$ cat src/rtl/word_serializer_if.sv
// Handshake bundle for word_serializer: wide word in, narrow beats out.
// slave = serializer side, master = producer/consumer side.
interface word_serializer_if #(
  parameter int WIDTH     = 32,
  parameter int OUT_WIDTH = 8
);
  logic                 in_valid;
  logic                 in_ready;
  logic [WIDTH-1:0]     in_data;
  logic                 out_valid;
  logic                 out_ready;
  logic [OUT_WIDTH-1:0] out_data;
  logic                 out_last;

  modport master (
    output in_valid, in_data, out_ready,
    input  in_ready, out_valid, out_data, out_last
  );

  modport slave (
    input  in_valid, in_data, out_ready,
    output in_ready, out_valid, out_data, out_last
  );
endinterface

$ cat src/rtl/word_serializer.sv
// Captures one WIDTH-bit word per handshake and drains it as WIDTH/OUT_WIDTH beats.
// Define SERIALIZER_MSB_FIRST_EN to emit the most significant slice first.
module word_serializer #(
  parameter int WIDTH     = 32,
  parameter int OUT_WIDTH = 8
) (
  input  logic              clk,
  input  logic              arst_n_in,
  word_serializer_if.slave  bus
);
  localparam int BEATS = WIDTH / OUT_WIDTH;
  localparam int CW    = (BEATS > 1) ? $clog2(BEATS) : 1;

  typedef logic [BEATS-1:0][OUT_WIDTH-1:0] word_t;
  typedef enum logic {IDLE, SEND} state_t;

  state_t               state;
  logic [CW-1:0]        cnt;
  word_t                hold;
  logic                 vld_q;
  logic                 last_q;
  logic [OUT_WIDTH-1:0] data_q;

  logic [CW-1:0] nxt;
  logic          accept;
  logic          fire;

  function automatic logic [OUT_WIDTH-1:0] beat_of(input word_t w, input logic [CW-1:0] k);
`ifdef SERIALIZER_MSB_FIRST_EN
    return w[CW'(BEATS-1) - k];
`else
    return w[k];
`endif
  endfunction

  // A new word may enter while the last beat of the current one is taken.
  assign bus.in_ready = (state == IDLE) | ((state == SEND) & last_q & bus.out_ready);
  assign accept       = bus.in_valid & bus.in_ready;
  assign fire         = vld_q & bus.out_ready;
  assign nxt          = cnt + CW'(1);

  assign bus.out_valid = vld_q;
  assign bus.out_last  = last_q;
  assign bus.out_data  = data_q;

  always_ff @(posedge clk or negedge arst_n_in) begin
    if (!arst_n_in) begin
      state  <= IDLE;
      cnt    <= '0;
      hold   <= '0;
      vld_q  <= 1'b0;
      last_q <= 1'b0;
      data_q <= '0;
    end else if (accept) begin
      state  <= SEND;
      cnt    <= '0;
      hold   <= bus.in_data;
      vld_q  <= 1'b1;
      last_q <= (BEATS == 1);
      data_q <= beat_of(bus.in_data, '0);
    end else if (fire) begin
      if (last_q) begin
        state  <= IDLE;
        cnt    <= '0;
        vld_q  <= 1'b0;
        last_q <= 1'b0;
        data_q <= '0;
      end else begin
        cnt    <= nxt;
        last_q <= (nxt == CW'(BEATS-1));
        data_q <= beat_of(hold, nxt);
      end
    end
  end
endmodule

$ cat src/flat_wrapper.sv
// flat-port wrapper written by rule: the top's interface ports become plain ports
module word_serializer_flat 
#(
  parameter int WIDTH     = 32,
  parameter int OUT_WIDTH = 8
)
  (clk, arst_n_in, bus_in_valid, bus_in_data, bus_out_ready, bus_in_ready, bus_out_valid, bus_out_data, bus_out_last);
  word_serializer_if #(.WIDTH(WIDTH), .OUT_WIDTH(OUT_WIDTH)) bus_i ();
  input  logic clk;
  input  logic arst_n_in;
  input wire logic [$bits(bus_i.in_valid)-1:0] bus_in_valid;
  input wire logic [$bits(bus_i.in_data)-1:0] bus_in_data;
  input wire logic [$bits(bus_i.out_ready)-1:0] bus_out_ready;
  output wire logic [$bits(bus_i.in_ready)-1:0] bus_in_ready;
  output wire logic [$bits(bus_i.out_valid)-1:0] bus_out_valid;
  output wire logic [$bits(bus_i.out_data)-1:0] bus_out_data;
  output wire logic [$bits(bus_i.out_last)-1:0] bus_out_last;
  assign bus_i.in_valid = bus_in_valid;
  assign bus_i.in_data = bus_in_data;
  assign bus_i.out_ready = bus_out_ready;
  assign bus_in_ready = bus_i.in_ready;
  assign bus_out_valid = bus_i.out_valid;
  assign bus_out_data = bus_i.out_data;
  assign bus_out_last = bus_i.out_last;
  word_serializer #(.WIDTH(WIDTH), .OUT_WIDTH(OUT_WIDTH)) u_core (.clk(clk), .arst_n_in(arst_n_in), .bus(bus_i));
endmodule
$ cat config.mk
export PLATFORM = sky130hd
export DESIGN_NAME = word_serializer_flat
export DESIGN_NICKNAME = d
export VERILOG_FILES = /design/src/rtl/word_serializer_if.sv /design/src/rtl/word_serializer.sv /design/src/flat_wrapper.sv
export SDC_FILE = /design/constraint.sdc
export NUM_CORES = 1
export LEC_CHECK = 0
export ABC_CLOCK_PERIOD_IN_PS = 4800
export CORE_ASPECT_RATIO = 1.75
export CORE_MARGIN = 4
export CORE_UTILIZATION = 56
export CTS_BUF_LIST = sky130_fd_sc_hd__clkbuf_8
export CTS_CLUSTER_SIZE = 10
export DETAILED_ROUTE_END_ITERATION = 12
export PLACE_DENSITY = 0.87
export SKIP_CTS_REPAIR_TIMING = 1
export SLEW_MARGIN = 20
export SYNTH_ARGS = -nofsm -noshare
export SYNTH_HDL_FRONTEND = slang
export SYNTH_SLANG_ARGS = --single-unit
$ cat constraint.sdc
create_clock -name clk -period 4.8 [get_ports clk]
set_input_delay 0.48 -clock clk [delete_from_list [all_inputs] [get_ports clk]]
set_output_delay 0.48 -clock clk [all_outputs]
set_load 0.02 [all_outputs]
==> Implementation_results.wiki, run 1 <==
{| class="wikitable"
! Metric !! Value
|-
| Result of the run || complete, no violations
|-
| CTS tree || yes
|-
| Synthesized-area fraction occupied by adder cells || less than 1%
|-
| Die Outline Area || approximately 0.0049 mm^2
|-
| Layout Cells excl Fill || 234
|-
| Type of the tightest min-delay check || in2async
|-
| Setup_tns || 0 ns
|-
| Max Buffers Root-to-Sink || 2
|-
| Number of port buffers || 46
|-
| Proportion of synthesized area in mux cells || between 20% and 30%
|-
| Ant. Diodes || 0
|-
| Root Buffer || sky130_fd_sc_hd__clkbuf_8
|-
| Number of synthesized flops with an enable pin || 0
|-
| Fraction of final layout cells sized beyond drive strength 1 || 27.1%
|-
| Final worst path period need || ~2.5 ns
|-
| All-Layer GR Usage || between 20 and 25%
|-
| Number of global-route vias before repair || around 1500
|-
| Sum of routed wire length over all layers || 4370 um
|-
| Nature of the critical path startpoint || input pin
|-
| Total gr overflow || 0
|-
| Slew of the pin with the lowest slew margin || ~0.95 ns
|-
| Number of hold violations in the final report || 0
|-
| Most numerous cell types in the synthesized netlist || 44 x sky130_fd_sc_hd__dfrtp_1, 22 x sky130_fd_sc_hd__mux2_4, 11 x sky130_fd_sc_hd__mux2_2
|-
| CP max FO || 11
|-
| Routed length per placed instance || 18.7 um
|-
| Post-DRT Antenna Nets || 0
|-
| Number of setup violations in the final report || 0
|-
| Area share of the largest cell type after synthesis || between 50% and 60%
|-
| Placed wire-length estimate || 3230 um
|-
| Starting utilization of the core area || between 50% and 60%
|-
| Xor-xnor portion of the synthesized cell area || 0%
|-
| # H-tree levels || 2
|-
| Required time of the critical path || 4.32 ns
|-
| Chip height || 89.7 um
|-
| Predominant post-synthesis flop cell || sky130_fd_sc_hd__dfrtp_1
|-
| Final number of max-transition violations || 0
|-
| CP endpoint kind || output pin
|-
| Pin count of the biggest net entering global routing || 45
|-
| First-pass GRT wire length || between 7000 and 8000 um
|-
| Synthesized netlist cell count || 145
|-
| Area of the mapped netlist || around 0.0021 mm^2
|-
| Cell with the most instances after synthesis || sky130_fd_sc_hd__dfrtp_1
|-
| Category of the critical setup timing path || in2out
|-
| Most area-hungry cell type in the Yosys netlist || sky130_fd_sc_hd__dfrtp_1
|-
| Number of maximum-capacitance constraint violations || 0
|-
| Sequential area share after synthesis || a little over 50%
|-
| Post-route clock skew || roughly 0.0071 ns
|-
| Setup repair after global routing missed its margin || no
|-
| Cell types occupying the most area after synthesis || sky130_fd_sc_hd__dfrtp_1 52%, sky130_fd_sc_hd__mux2_4 15%, sky130_fd_sc_hd__mux2_2 5.8%
|-
| Number of vias per cell || ~5.7
|-
| Inst Count DP || approximately 230
|-
| Drt pass-1 iters || 4
|-
| F_max || a little over 400 MHz
|-
| Netlist cell types || 24
|-
| Die width || about 55 um
|-
| Detailed-route via count || 1323
|-
| Smallest hold slack || 0.325 ns
|-
| Cts bufs inserted || 5
|-
| Max VDD drop || approximately 460 uV
|-
| Routability congestion estimate || about 0.79
|-
| Dominant combinational cell family by area after synthesis || multiplexers
|-
| Synth Area in Compound Gates || roughly 12%
|-
| Headroom to the max-slew limit || a little over a third
|-
| Clk_lat worst skew || about 0.29 ns
|-
| Iteration-0 DRC count of the detailed router || 37
|-
| Number of core rows || 29
|-
| Core region area || 0.00366 mm^2
|-
| Num ports || between 40 and 50
|-
| Area growth syn-to-layout || 22.6%
|-
| Number of sinks driven by the clock tree || between 40 and 50
|-
| Post-Synth Simple-Gate Area || 4.52%
|-
| Net count after synthesis || about 180
|-
| Power density over cell area || 655 mW/mm^2
|-
| Static leakage || approximately 0.0012 uW
|-
| Number of antenna violations at the first check in global routing || 0
|-
| Average footprint of a synthesized cell || 14.7 um^2
|-
| Synthesized flop and latch total || 44
|-
| Clock transition at the register clock pins on the worst setup and hold paths after CTS || roughly 0.08 ns
|-
| Arrival time reported for the critical path endpoint || 2.00 ns
|-
| Number of nets at the end of the flow || around 230
|-
| Remaining design rule violation count || 0
|-
| Yosys warning count || 0
|-
| Share of synthesized registers carrying an async set or reset || 100%
|-
| Final clock period utilization by the worst path || around half
|}
==> cell type report <==
cell class                 instances  area [um^2]
clock buffer                       5         68.8
clock inverter                     2         8.76
fill                             244         1050
inverter                           2         7.51
multi-input combinational         89          917
sequential                        44         1100
tap                               46         57.6
timing repair buffer              46          455
==> cell usage in the layout, fill, tap and decap left out, types with 5 or more instances in the layout <==
master	instances
sky130_fd_sc_hd__nand3_1	8
sky130_fd_sc_hd__mux2_4	22
sky130_fd_sc_hd__a21bo_2	8
sky130_fd_sc_hd__o211ai_1	8
sky130_fd_sc_hd__mux2i_1	10
sky130_fd_sc_hd__clkdlybuf4s50_1	45
sky130_fd_sc_hd__a22oi_1	8
sky130_fd_sc_hd__clkbuf_8	5
sky130_fd_sc_hd__dfrtp_1	44
sky130_fd_sc_hd__mux2_2	11
==> final timing paths <==
check,start,endpoint,slack [ns],cells past startpoint
worst max register to register,u_core.cnt[0],u_core.bus.out_data[0],2.61,5
worst max-delay path,bus_out_ready,bus_in_ready,2.32,3
worst min register to register,u_core.hold[6],u_core.hold[6],0.50,1
min in group clk,u_core.hold[6],u_core.hold[6],0.50,1
max in group asynchronous,arst_n_in,u_core.hold[5],3.87,1
worst min-delay path,arst_n_in,u_core.hold[8],0.33,1
==> flip-flops by register name, indices dropped and copies added (netlist names) <==
signal	cells
u_core.hold	32
u_core.bus.out_data	8
u_core.cnt	2
u_core.bus.out_last	1
u_core.bus.out_valid	1
==> where the power goes <==
group	switching, uW	internal (uW)
registers	121	553
clock network	117	96.8
logic	336	491
total	574	1140
==> metal layers <==
layer,wire (um),track usage [%],vias up
met4,90,9.07,0
met2,2400,36.1,43
met1,1690,23.3,656
met3,191,3.64,7
li1,-,-,617
met5,0,0,-
==> metrics by stage <==
stage	setup WS, ns	util [%]	total power [uW]	area, um^2
after floorplan	3.13	-	1330	2130
after global placement	2.32	69.1	1460	2530
after detailed placement	2.20	69.1	1510	2530
after CTS	2.32	71.2	1730	2610
after global routing	2.26	71.4	1830	2620
final	2.32	71.4	1710	2620
==> critical path, cell delays in order <==
cell and delay (ns):
sky130_fd_sc_hd__clkdlybuf4s50_1 0.62, sky130_fd_sc_hd__a21bo_4 0.26, sky130_fd_sc_hd__clkdlybuf4s50_1 0.63
==> cell families (layout without fill, tap and decap cells) <==
kind of cell / count (synthesis) / after routing
flops: 44 / 44
mux: 43 / 43
compound gates: 29 / 29
simple gates: 16 / 16
buf+inv: 12 / 55
fa+ha+maj: 1 / 1
(Power assumes the default switching activity.)
==> run 2: changes to the inputs <==
--- a/config.mk
+++ b/config.mk
@@ -5,14 +5,14 @@
 export SDC_FILE = /design/constraint.sdc
 export NUM_CORES = 1
 export LEC_CHECK = 0
-export ABC_CLOCK_PERIOD_IN_PS = 4800
+export ABC_CLOCK_PERIOD_IN_PS = 2400
 export CORE_ASPECT_RATIO = 1.75
 export CORE_MARGIN = 4
-export CORE_UTILIZATION = 56
+export CORE_UTILIZATION = 52
 export CTS_BUF_LIST = sky130_fd_sc_hd__clkbuf_8
 export CTS_CLUSTER_SIZE = 10
 export DETAILED_ROUTE_END_ITERATION = 12
-export PLACE_DENSITY = 0.87
+export PLACE_DENSITY = 0.82
 export SKIP_CTS_REPAIR_TIMING = 1
 export SLEW_MARGIN = 20
 export SYNTH_ARGS = -nofsm -noshare
==> constraint.sdc (replaced) <==
create_clock -name clk -period 2.4 [get_ports clk]
set_input_delay 0.24 -clock clk [delete_from_list [all_inputs] [get_ports clk]]
set_output_delay 0.24 -clock clk [all_outputs]
set_load 0.02 [all_outputs]
==> Implementation_results.wiki, run 2 (synthesis results as in run 1) <==
{| class="wikitable"
! Metric !! Value
|-
| Placed wire-length estimate || 3210 um (-0.78%)
|-
| Most repeated library cell on the critical path || sky130_fd_sc_hd__clkdlybuf4s50_1
|-
| Number of maximum-capacitance constraint violations || 0 (unchanged)
|-
| First-pass GRT wire length || 7330 um (+1.7%)
|-
| Final worst path period need || around 2.0 ns
|-
| # H-tree levels || 2 (unchanged)
|-
| Result of the run || complete, no violations
|-
| Setup repair after global routing missed its margin || no
|-
| Post-DRT Antenna Nets || 0 (unchanged)
|-
| Critical-path top delay cell || sky130_fd_sc_hd__clkdlybuf4s50_1
|-
| Commonest cells after routing, fill and taps aside || 45 x sky130_fd_sc_hd__clkdlybuf4s50_1, 44 x sky130_fd_sc_hd__dfrtp_1, 22 x sky130_fd_sc_hd__mux2_4
|-
| Number of setup violations in the final report || 0 (unchanged)
|-
| Die width || 56.4 um (+3.2%)
|-
| Die Outline Area || 0.00523 mm^2 (+6.8%)
|-
| Required time of the critical path || 2.16 ns (-2.16 ns)
|-
| FILL cells || 293 (+20%)
|-
| Slew of the pin with the lowest slew margin || 0.930 ns (-0.0221 ns)
|-
| Clk_lat worst skew || 0.30 ns (about the same)
|-
| Drt pass-1 iters || 4 (unchanged)
|-
| Category of the critical setup timing path || in2out
|-
| Ant. Diodes || 0 (unchanged)
|-
| Max VDD drop || 735 uV (+61%)
|-
| Total gr overflow || 0 (unchanged)
|-
| Number of vias per cell || 5.68 (+0.45%)
|-
| Power density over cell area || 1340 mW/mm^2 (+100%)
|-
| Critical Path Max Stage Delay || 0.63 ns (about the same)
|-
| CP max FO || 11 (unchanged)
|-
| Chip height || 92.7 um (+3.4%)
|-
| Starting utilization of the core area || 54.6% (-3.6 points)
|-
| Number of core rows || 30 (+3.4%)
|-
| Register bank with the most flops || u_core.hold
|-
| Area growth syn-to-layout || 25.1%
|-
| Final number of max-transition violations || 0 (unchanged)
|-
| Routed length per placed instance || 18.1 um (-3.1%)
|-
| Headroom to the max-slew limit || 38.0% (+1.5 points)
|-
| Number of global-route vias before repair || 1497 (-2.1%)
|-
| Clock transition at the register clock pins on the worst setup and hold paths after CTS || 0.08 ns (about the same)
|-
| Core region area || 0.00390 mm^2 (+6.5%)
|-
| Number of antenna violations at the first check in global routing || 0 (unchanged)
|-
| Setup_tns || 0 ns (unchanged)
|-
| Smallest hold slack || 0.0750 ns (-0.250 ns)
|-
| Cts bufs inserted || 5 (unchanged)
|-
| F_max || around 500 MHz
|-
| Nature of the critical path startpoint || input pin
|-
| Remaining design rule violation count || 0 (unchanged)
|-
| Final clock period utilization by the worst path || between 80% and 90%
|-
| Post-route clock skew || 0.00461 ns (-0.00247 ns)
|-
| Pin count of the biggest net entering global routing || 45 (unchanged)
|-
| Most frequent standard cell in the layout excluding fill and tap cells || sky130_fd_sc_hd__clkdlybuf4s50_1
|-
| CP endpoint kind || output pin
|-
| All-Layer GR Usage || 18.3% (-2.2 points)
|-
| Detailed-route via count || 1363 (+3.0%)
|-
| Sum of routed wire length over all layers || 4340 um (-0.66%)
|-
| Iteration-0 DRC count of the detailed router || 49 (+32%)
|-
| Number of nets at the end of the flow || 228 (+1.3%)
|-
| Cell breakdown of the critical path || clkdlybuf4s50_1 > a21bo_4 > clkdlybuf4s50_1
|-
| Arrival time reported for the critical path endpoint || 1.75 ns (-0.25 ns)
|-
| Root Buffer || sky130_fd_sc_hd__clkbuf_8
|-
| Post-layout utilization of the core || 68.4% (-3.0 points)
|-
| Fraction of final layout cells sized beyond drive strength 1 || 28.6% (+1.5 points)
|-
| Max Buffers Root-to-Sink || 2 (unchanged)
|-
| Largest register FFs || 32 (unchanged)
|-
| Static leakage || 0.00124 uW (+1.9%)
|-
| Number of sinks driven by the clock tree || 44 (unchanged)
|-
| Num ports || 47 (unchanged)
|-
| CTS tree || yes
|-
| Routability congestion estimate || 0.796 (+0.68%)
|-
| Number of hold violations in the final report || 0 (unchanged)
|-
| Type of the tightest min-delay check || in2async
|-
| Worst reg-to-reg setup slack || 0.49 ns (-2.12 ns)
|-
| Number of port buffers || 46 (unchanged)
|}
run 2: cell types whose count changed in the layout (fill, tap and decap cells not counted):
cell                         change
sky130_fd_sc_hd__buf_4           +3
sky130_fd_sc_hd__bufinv_16       +1
sky130_fd_sc_hd__clkinvlp_4      +1
sky130_fd_sc_hd__inv_1           -1
sky130_fd_sc_hd__nor4bb_1        +1
sky130_fd_sc_hd__nor4bb_2        -1
run 2: area by class of cell:
class	instances	area (um^2)	area share, %
Clock buffer	5	68.8	2.58
Sequential cell	44	1100	41.3
Multi-Input combinational cell	89	911	34.1
Clock inverter	3	42.5	1.59
Timing Repair Buffer	49	478	17.9
Tap cell	48	60.1	2.25
Inverter	2	7.51	0.281
run 2: final timing paths:
| path | startpoint | to | cells past startpoint |
|---|---|---|---|
| worst max-delay path | bus_out_ready | bus_in_ready | 3 |
| worst min-delay path | arst_n_in | u_core.hold[25] | 1 |
| worst max register to register | u_core.cnt[0] | u_core.bus.out_data[1] | 5 |
| worst min register to register | u_core.hold[3] | u_core.hold[3] | 1 |
| max in group asynchronous | arst_n_in | u_core.hold[23] | 1 |
| min in group clk | u_core.hold[3] | u_core.hold[3] | 1 |
run 2: critical path: cells and delay by family:
family,cells,cell delay (ns)
AOI/OAI and AO/OA,1,0.26
buffers and inverters,2,1.25
run 2: metal layers:
metal	routed length, um	share of wire (%)	global-route usage [%]
met5	0	0	0
met2	2370	55	32.3
met3	210	4.8	4.60
met1	1650	38	20.4
met4	107	2.5	8.12
run 2: power by group:
part           internal, uW  switching, uW  total, uW
registers              1110            238       1340
clock network           308            249        557
logic                   999            676       1670
total                  2410           1160       3570
run 2: metrics by stage:
stage	cell area, um^2	setup WS [ns]	instances	power [uW]
global route	2670	0.356	240	3800
CTS	2670	0.400	240	3600
detailed placement	2560	0.339	232	3020
global placement	2560	0.399	232	2940
finish	2670	0.409	240	3570
floorplan	2130	0.729	145	2660
